**config.mk**
```make
export PLATFORM = sky130hd
export DESIGN_NAME = pwm_multi_gen_flat
export DESIGN_NICKNAME = d
export VERILOG_FILES = /design/src/rtl/pwm_pkg.sv /design/src/rtl/pwm_multi_gen_if.sv /design/src/rtl/pwm_channel.sv /design/src/rtl/pwm_multi_gen.sv /design/src/flat_wrapper.sv
export SDC_FILE = /design/constraint.sdc
export NUM_CORES = 1
export LEC_CHECK = 0
export ABC_AREA = 1
export CAP_MARGIN = 20
export CORE_ASPECT_RATIO = 2
export CORE_UTILIZATION = 59
export CTS_CLUSTER_SIZE = 40
export DETAILED_ROUTE_END_ITERATION = 6
export PLACE_DENSITY = 0.79
export SLEW_MARGIN = 20
export SYNTH_ARGS = -nofsm -noshare
export SYNTH_HDL_FRONTEND = slang
export SYNTH_HIERARCHICAL = 1
export SYNTH_SLANG_ARGS = --single-unit
```
**constraint.sdc**
```tcl
create_clock -name clk_i -period 3.36 [get_ports clk_i]
set_input_delay 0.672 -clock clk_i [delete_from_list [all_inputs] [get_ports clk_i]]
set_output_delay 0.672 -clock clk_i [all_outputs]
set_load 0.1 [all_outputs]
```
**src/rtl/pwm_pkg.sv**
```systemverilog
`default_nettype none
// ============================================================================
// Module      : pwm_pkg
// Description : Shared types and constants for the multi-channel PWM slice.
//               dir_t      - counter direction used in centre-aligned mode
//               MODE_*     - encoding of the edge/centre mode bit
//               ch_width() - channel-select width, never below one bit
// Revision    : 1.0 - initial release
// ============================================================================
package pwm_pkg;

    typedef enum logic {
        DIR_UP   = 1'b0,
        DIR_DOWN = 1'b1
    } dir_t;

    localparam logic MODE_EDGE   = 1'b0;
    localparam logic MODE_CENTER = 1'b1;

    // A single channel still needs a one-bit select port.
    function automatic int ch_width(input int n_ch);
        return (n_ch > 1) ? $clog2(n_ch) : 1;
    endfunction

endpackage
`default_nettype wire

```
**src/rtl/pwm_multi_gen_if.sv**
```systemverilog
`default_nettype none
// ============================================================================
// Module      : pwm_multi_gen_if
// Description : Configuration write/commit port of the PWM generator.
//               wr_i      - duty write strobe
//               ch_i      - channel targeted by wr_i
//               duty_i    - duty value written to the channel shadow
//               commit_i  - request shadow-to-active transfer at next boundary
//               period_i  - period captured into the shadow on commit_i
//               center_i  - mode captured on commit_i (0 edge, 1 centre)
//               pending_o - commit requested but not yet applied
//               master: control logic side; slave: PWM generator side.
// Revision    : 1.0 - initial release
// ============================================================================
interface pwm_multi_gen_if #(
    parameter int N_CH  = 4,
    parameter int WIDTH = 8
);
    import pwm_pkg::*;

    localparam int CH_W = ch_width(N_CH);

    logic             wr_i;
    logic [CH_W-1:0]  ch_i;
    logic [WIDTH-1:0] duty_i;
    logic             commit_i;
    logic [WIDTH-1:0] period_i;
    logic             center_i;
    logic             pending_o;

    modport master (
        output wr_i, ch_i, duty_i, commit_i, period_i, center_i,
        input  pending_o
    );

    modport slave (
        input  wr_i, ch_i, duty_i, commit_i, period_i, center_i,
        output pending_o
    );

endinterface
`default_nettype wire

```
**src/rtl/pwm_channel.sv**
```systemverilog
`default_nettype none
// ============================================================================
// Module      : pwm_channel
// Description : One PWM channel: double-buffered duty and registered compare.
//               clk_i  - system clock
//               rst_i  - asynchronous active-high reset
//               wr_i   - write duty_i into the shadow duty
//               duty_i - new duty value
//               load_i - boundary apply strobe (shadow -> active)
//               cnt_i  - shared period counter
//               en_i   - run enable; low forces the output low
//               pwm_o  - registered PWM output
// Revision    : 1.0 - initial release
// ============================================================================
module pwm_channel #(
    parameter int WIDTH = 8
) (
    input  logic             clk_i,
    input  logic             rst_i,
    input  logic             wr_i,
    input  logic [WIDTH-1:0] duty_i,
    input  logic             load_i,
    input  logic [WIDTH-1:0] cnt_i,
    input  logic             en_i,
    output logic             pwm_o
);

    logic [WIDTH-1:0] duty_sh_q,  duty_sh_d;
    logic [WIDTH-1:0] duty_act_q, duty_act_d;
    logic             pwm_q,      pwm_d;

    always_comb begin
        duty_sh_d  = duty_sh_q;
        duty_act_d = duty_act_q;
        pwm_d      = 1'b0;

        if (wr_i) begin
            duty_sh_d = duty_i;
        end
        // Loading from duty_sh_d lets a write in the applying cycle take effect.
        if (load_i) begin
            duty_act_d = duty_sh_d;
        end
        // Compare against the duty in force during this cycle, not the one
        // being loaded, so a period is never cut short.
        pwm_d = en_i & (cnt_i < duty_act_q);
    end

    always_ff @(posedge clk_i or posedge rst_i) begin
        if (rst_i) begin
            duty_sh_q  <= '0;
            duty_act_q <= '0;
            pwm_q      <= 1'b0;
        end else begin
            duty_sh_q  <= duty_sh_d;
            duty_act_q <= duty_act_d;
            pwm_q      <= pwm_d;
        end
    end

    assign pwm_o = pwm_q;

endmodule
`default_nettype wire

```
**src/rtl/pwm_multi_gen.sv**
```systemverilog
`default_nettype none
// ============================================================================
// Module      : pwm_multi_gen
// Description : Multi-channel PWM generator with a shared period counter,
//               edge- or centre-aligned counting and commit-synchronised
//               double-buffered updates applied at period boundaries.
//               clk_i        - system clock
//               rst_i        - asynchronous active-high reset
//               en_i         - run enable; low holds counter at 0, outputs low
//               bus          - write/commit configuration port (slave)
//               period_end_o - one-cycle pulse in the cycle where cnt is 0
//               pwm_o        - registered PWM outputs, one per channel
// Revision    : 1.0 - initial release
// ============================================================================
module pwm_multi_gen
    import pwm_pkg::*;
#(
    parameter int N_CH  = 4,
    parameter int WIDTH = 8
) (
    input  logic                 clk_i,
    input  logic                 rst_i,
    input  logic                 en_i,
    pwm_multi_gen_if.slave       bus,
    output logic                 period_end_o,
    output logic [N_CH-1:0]      pwm_o
);

    localparam int CH_W = ch_width(N_CH);

    logic [WIDTH-1:0] cnt_q,        cnt_d;
    dir_t             dir_q,        dir_d;
    logic             pending_q,    pending_d;
    logic [WIDTH-1:0] period_sh_q,  period_sh_d;
    logic [WIDTH-1:0] period_act_q, period_act_d;
    logic             center_sh_q,  center_sh_d;
    logic             center_act_q, center_act_d;
    logic             period_end_q, period_end_d;

    logic [WIDTH-1:0] w_cnt_inc;
    logic [WIDTH-1:0] w_run_cnt;
    dir_t             w_run_dir;
    logic             w_terminal;
    logic             w_load;
    logic [N_CH-1:0]  w_wr;

    // ------------------------------------------------------------------
    // Free-running count sequence while enabled. w_terminal marks the
    // cycle whose successor count is 0; its closing edge is a boundary.
    // ------------------------------------------------------------------
    always_comb begin
        w_cnt_inc  = cnt_q + WIDTH'(1);
        w_run_cnt  = w_cnt_inc;
        w_run_dir  = dir_q;
        w_terminal = 1'b0;

        if (center_act_q == MODE_CENTER) begin
            if (dir_q == DIR_DOWN) begin
                // Counting down always ends by wrapping from 1 to 0.
                if (cnt_q <= WIDTH'(1)) begin
                    w_run_cnt  = '0;
                    w_run_dir  = DIR_UP;
                    w_terminal = 1'b1;
                end else begin
                    w_run_cnt = cnt_q - WIDTH'(1);
                end
            end else begin
                // cnt >= P only happens for P=0 and P=1, which both wrap
                // straight back to 0 without ever turning around.
                if (cnt_q >= period_act_q) begin
                    w_run_cnt  = '0;
                    w_terminal = 1'b1;
                end else if ((w_cnt_inc == period_act_q) &&
                             (period_act_q != WIDTH'(1))) begin
                    w_run_dir = DIR_DOWN;
                end
            end
        end else begin
            w_run_dir = DIR_UP;
            if (cnt_q >= period_act_q) begin
                w_run_cnt  = '0;
                w_terminal = 1'b1;
            end
        end
    end

    // ------------------------------------------------------------------
    // Shadow capture, commit handling and counter/direction next state.
    // A disabled block treats every edge as a boundary so commits are
    // never stalled.
    // ------------------------------------------------------------------
    always_comb begin
        cnt_d        = cnt_q;
        dir_d        = dir_q;
        pending_d    = pending_q;
        period_sh_d  = period_sh_q;
        center_sh_d  = center_sh_q;
        period_act_d = period_act_q;
        center_act_d = center_act_q;
        period_end_d = 1'b0;
        w_load       = 1'b0;

        if (bus.commit_i) begin
            period_sh_d = bus.period_i;
            center_sh_d = bus.center_i;
        end

        w_load = (bus.commit_i | pending_q) & (~en_i | w_terminal);

        if (w_load) begin
            period_act_d = period_sh_d;
            center_act_d = center_sh_d;
            pending_d    = 1'b0;
        end else if (bus.commit_i) begin
            pending_d    = 1'b1;
        end

        // A boundary already leaves cnt at 0 and direction UP, which is
        // exactly the restart required when a new set is applied.
        if (en_i) begin
            cnt_d        = w_run_cnt;
            dir_d        = w_run_dir;
            period_end_d = w_terminal;
        end else begin
            cnt_d        = '0;
            dir_d        = DIR_UP;
            period_end_d = 1'b0;
        end
    end

    always_ff @(posedge clk_i or posedge rst_i) begin
        if (rst_i) begin
            cnt_q        <= '0;
            dir_q        <= DIR_UP;
            pending_q    <= 1'b0;
            period_sh_q  <= '0;
            period_act_q <= '0;
            center_sh_q  <= MODE_EDGE;
            center_act_q <= MODE_EDGE;
            period_end_q <= 1'b0;
        end else begin
            cnt_q        <= cnt_d;
            dir_q        <= dir_d;
            pending_q    <= pending_d;
            period_sh_q  <= period_sh_d;
            period_act_q <= period_act_d;
            center_sh_q  <= center_sh_d;
            center_act_q <= center_act_d;
            period_end_q <= period_end_d;
        end
    end

    // ------------------------------------------------------------------
    // Channels. Select values that match no channel are simply dropped.
    // ------------------------------------------------------------------
    generate
        for (genvar k = 0; k < N_CH; k++) begin : g_ch
            assign w_wr[k] = bus.wr_i & (bus.ch_i == CH_W'(k));

            pwm_channel #(
                .WIDTH (WIDTH)
            ) u_channel (
                .clk_i  (clk_i),
                .rst_i  (rst_i),
                .wr_i   (w_wr[k]),
                .duty_i (bus.duty_i),
                .load_i (w_load),
                .cnt_i  (cnt_q),
                .en_i   (en_i),
                .pwm_o  (pwm_o[k])
            );
        end
    endgenerate

    assign bus.pending_o = pending_q;
    assign period_end_o  = period_end_q;

endmodule
`default_nettype wire

```
**src/flat_wrapper.sv**
```systemverilog
// flat-port wrapper written by rule: the top's interface ports become plain ports
module pwm_multi_gen_flat import pwm_pkg::*;
#(
    parameter int N_CH  = 4,
    parameter int WIDTH = 8
)
  (clk_i, rst_i, en_i, period_end_o, pwm_o, bus_wr_i, bus_ch_i, bus_duty_i, bus_commit_i, bus_period_i, bus_center_i, bus_pending_o);
  pwm_multi_gen_if #(.N_CH(N_CH), .WIDTH(WIDTH)) bus_i ();
  input  logic clk_i;
  input  logic rst_i;
  input  logic en_i;
  output logic period_end_o;
  output logic [N_CH-1:0] pwm_o;
  input wire logic [$bits(bus_i.wr_i)-1:0] bus_wr_i;
  input wire logic [$bits(bus_i.ch_i)-1:0] bus_ch_i;
  input wire logic [$bits(bus_i.duty_i)-1:0] bus_duty_i;
  input wire logic [$bits(bus_i.commit_i)-1:0] bus_commit_i;
  input wire logic [$bits(bus_i.period_i)-1:0] bus_period_i;
  input wire logic [$bits(bus_i.center_i)-1:0] bus_center_i;
  output wire logic [$bits(bus_i.pending_o)-1:0] bus_pending_o;
  assign bus_i.wr_i = bus_wr_i;
  assign bus_i.ch_i = bus_ch_i;
  assign bus_i.duty_i = bus_duty_i;
  assign bus_i.commit_i = bus_commit_i;
  assign bus_i.period_i = bus_period_i;
  assign bus_i.center_i = bus_center_i;
  assign bus_pending_o = bus_i.pending_o;
  pwm_multi_gen #(.N_CH(N_CH), .WIDTH(WIDTH)) u_core (.clk_i(clk_i), .rst_i(rst_i), .en_i(en_i), .bus(bus_i), .period_end_o(period_end_o), .pwm_o(pwm_o));
endmodule
```
==> summary.md <==
| Metric | Value |
|---|---|
| Routability cong. | `0.8809` |
| Max_cap viols | `0` |
| Full die area | `9214 um2` |
| Routed vias | `4094` |
| Hold Vio Cnt, Final | `0` |
| Number of fill cells | `697` |
| Start point of the worst hold path | `u_core/center_sh_q` |
| Post-CTS sizing | `0` |
| Final critical-path required period | `2.668 ns` |
| Clock root buffer | `clkbuf_16` |
| Post-Syn Area per Cell | `8.291 um2` |
| Critical Path Sink Type | `flop` |
| Fin crit share | `79.39%` |
| Most common cell after layout, fill and taps aside | `nand2_1` |
| Setup repair after global routing missed its margin | `false` |
| Post-CTS Setup Bufs | `0` |
| Antenna violations before repair | `0` |
| Gate count after technology mapping | `627` |
| Worst reg2reg setup slack | `0.69 ns` |
| Site row count | `48` |
| Synth warn | `6` |
| Lkg Pwr | `3.107 nW` |
| Post-cts hold buffer count | `0` |
| Worst setup SP type | `flop` |
| Largest clock skew in the final design | `0.007006 ns` |
| Combinational cell fraction of total power | `39.4%` |
| Worst Hold Slack | `0.4844 ns` |
| Maximum vdd drop | `463.9 uV` |
| Capture instance of the worst register-to-register path | `u_core/g_ch[0].u_channel/duty_act_q[5]` |
| Ant diodes | `0` |
| Clock slew at the register clock pins of the worst setup and hold paths | `0.06 ns` |
| Starting density of the core | `60.53%` |
| Actual transition at the worst max-transition pin | `0.9656 ns` |
| Endpoint of the worst hold path | `u_core/center_sh_q` |
| Height of the chip | `134.8 um` |
| Wire length of the first global-routing pass | `18.76 mm` |
| Number of global-route vias before repair | `4155` |
| Antenna violation net count after detailed routing | `0` |
| Latest clock arrival within the worst-skew pair | `0.34 ns` |
| Depth of the CTS H-tree | `3` |
| Launch point of the worst reg-to-reg path | `u_core/period_act_q[7]` |
| Internal Pwr Total | `2.600 mW` |
| Worst relative slew slack | `35.43%` |
| Logic depth of the worst register-to-register path | `13` |
| Worst setup path category | `flop to flop` |
| Total global-route track usage | `28.23%` |
| Summed instance area of the synthesized netlist | `5199 um2` |
| Fin. max-slew vios | `0` |
| Clock Tree Buf Depth | `2` |
| Max Fclk | `374.9 MHz` |
| Sinks on the clock net | `97` |
| Congestion Overflow GR | `0` |
| Post-detailed-route via-to-cell ratio | `5.276` |
| Post-synthesis cell type count | `33` |
| Power Dens Cells | `729.2 nW/um2` |
| Register area share after synthesis | `46.69%` |
| HPWL Detailed | `9.027 mm` |
| Number of buffers created by CTS | `9` |
| Nets in the synthesized netlist | `690` |
| Top Ports | `30` |
| DR pass1 iterations | `4` |
| Fraction of power consumed by the clock network | `21.6%` |
| Total setup violations reported at the end of the flow | `0` |
| Fraction of layout cells with a size suffix above 1 | `11.24%` |
| Synth-to-Final Area Change | `13.81%` |
| Setup TNS | `0 ns` |
| Pin count of the biggest net entering global routing | `30` |
| Top library cells by usage in the layout, fill and taps aside | `nand2_1 (172), inv_1 (112), dfrtp_1 (97)` |
| Total of flip-flops plus latches after synthesis | `97` |
| Switching share of power | `39.75%` |
| Per-cell routed wire length | `14.94 um` |
| Required arrival time at the worst endpoint | `3.62 ns` |
| Hold Path Stages | `2` |
| Number of design-rule violations left by the first detailed-router iteration | `277` |
| Critical Path Source | `u_core/period_act_q[7]` |
| Arr. time, crit path | `2.93 ns` |
| Count of placed standard cells in the final layout, fillers left out | `776` |
| Drc violations | `0` |
| Sequential fraction of design power | `39.0%` |
| Dpl cells | `761` |
| Std-Cell Core Area | `8588 um2` |
| Net switching power of the design | `1.715 mW` |
| Total length of routed wires | `11.59 mm` |
| Layout net count | `735` |
| Clock tree from TritonCTS | `yes` |
| Crit Path Max Fanout | `14` |
| Port Buffers | `29` |
| DIE WIDTH | `68.38 um` |
| Result of the run | `completed` |
| Class of the worst hold path | `flop to flop` |
Yosys cell counts:
cell type	number	share of area [%]
a21oi_1	27	2.6
a22oi_1	1	0.14
a31oi_1	2	0.24
buf_2	1	0.096
buf_6	5	1.1
buf_8	1	0.29
clkbuf_1	5	0.36
dfrtp_1	97	47
ha_1	39	9.4
inv_1	112	8.1
inv_2	5	0.36
mux2_2	4	0.87
nand2_1	172	12
nand2_2	6	0.72
nand2_4	3	0.65
nand3_1	23	2.2
nand3_2	1	0.19
nand4_1	3	0.36
nand4_4	1	0.41
nor2_1	32	2.3
nor2_2	2	0.24
nor2_4	1	0.22
nor3_1	5	0.48
nor3_2	1	0.19
nor3b_2	1	0.24
o21a_1	1	0.14
o21ai_0	54	5.2
o21ai_2	13	2.2
o21ai_4	1	0.31
o21bai_1	2	0.29
o22a_1	1	0.17
o311ai_0	1	0.17
xor2_1	4	0.67
per-stage QoR:
step	utilization, %	setup slack (ns)	area (um2)	power (mW)
2_1_floorplan	-	0.9701	5199	2.927
4_1_cts	68.90	0.7037	5917	4.346
5_1_grt	68.90	0.4795	5917	4.680
3_5_place_dp	65.75	0.5721	5647	3.397
6_report	68.90	0.6924	5917	4.315
3_3_place_gp	65.75	0.6276	5647	3.311
power by group through the flow:
stage,sequential (mW),combinational (mW),clock (mW)
6_report,1.68,1.70,0.934
2_1_floorplan,1.80,1.12,0
4_1_cts,1.68,1.71,0.956
3_3_place_gp,1.69,1.62,0
5_1_grt,1.71,1.95,1.01
3_5_place_dp,1.70,1.70,0
kinds of logic after synthesis:
family / count (synthesis) / synth area share [%]
AO/OA/AOI/OAI: 103 / 11.46
XOR/XNOR: 4 / 0.6738
adder cells (fa/ha/maj): 39 / 9.386
buffers and inverters: 129 / 10.28
flip-flops: 97 / 46.69
multiplexers: 4 / 0.8664
AND/OR/NAND/NOR: 251 / 20.65
sequential cells by signal (all words and copies together) (netlist names):
| register | count |
|---|---|
| u_core/center_act_q | 1 |
| u_core/dir_q | 1 |
| u_core/g_ch.u_channel/duty_sh_q | 32 |
| u_core/cnt_q | 8 |
| u_core/center_sh_q | 1 |
| u_core/bus.pending_o | 1 |
| u_core/period_sh_q | 8 |
| u_core/g_ch.u_channel/duty_act_q | 32 |
| u_core/g_ch.u_channel/pwm_o | 4 |
| u_core/period_end_o | 1 |
| u_core/period_act_q | 8 |
worst max-delay path, stage by stage, from the launching register on:
cell and delay (ns):
dfrtp_1 0.40, inv_1 0.10, ha_1 0.31, nand2_1 0.07
nor2_1 0.16, nand4_1 0.20, nand4_4 0.20, nand2_4 0.07
nand2_4 0.15, nand2_4 0.10, inv_1 0.40, buf_4 0.27
nand2_1 0.06, o21ai_0 0.08
area by class of cell:
class,count,area [um2],share of cell area [%]
multi-input combinational,401,2237,37.81
clock buffer,9,225.2,3.806
tap,100,125.1,2.115
clock inverter,6,45.04,0.7613
timing repair buffer,46,417.9,7.063
inverter,117,439.2,7.422
sequential,97,2427,41.02
how the worst max path moves through the flow:
| stage | endpoint | cells after the start |
|---|---|---|
| final | u_core/g_ch[0].u_channel/duty_act_q[5] | 13 |
| after global routing | u_core/g_ch[0].u_channel/duty_act_q[6] | 13 |
| after CTS | u_core/g_ch[0].u_channel/duty_act_q[5] | 13 |
| after detailed placement | u_core/g_ch[2].u_channel/duty_act_q[0] | 6 |
| after global placement | u_core/g_ch[1].u_channel/duty_act_q[0] | 6 |
| after floorplan | u_core/g_ch[0].u_channel/duty_act_q[1] | 11 |
metal layers:
| layer | global-route usage [%] | routed length, um |
|---|---|---|
| met1 | 28.11 | 4257 |
| met4 | 17.48 | 657 |
| met5 | 0 | 0 |
| met3 | 5.997 | 399 |
| met2 | 50.22 | 6276 |
(Power assumes the default switching activity.)
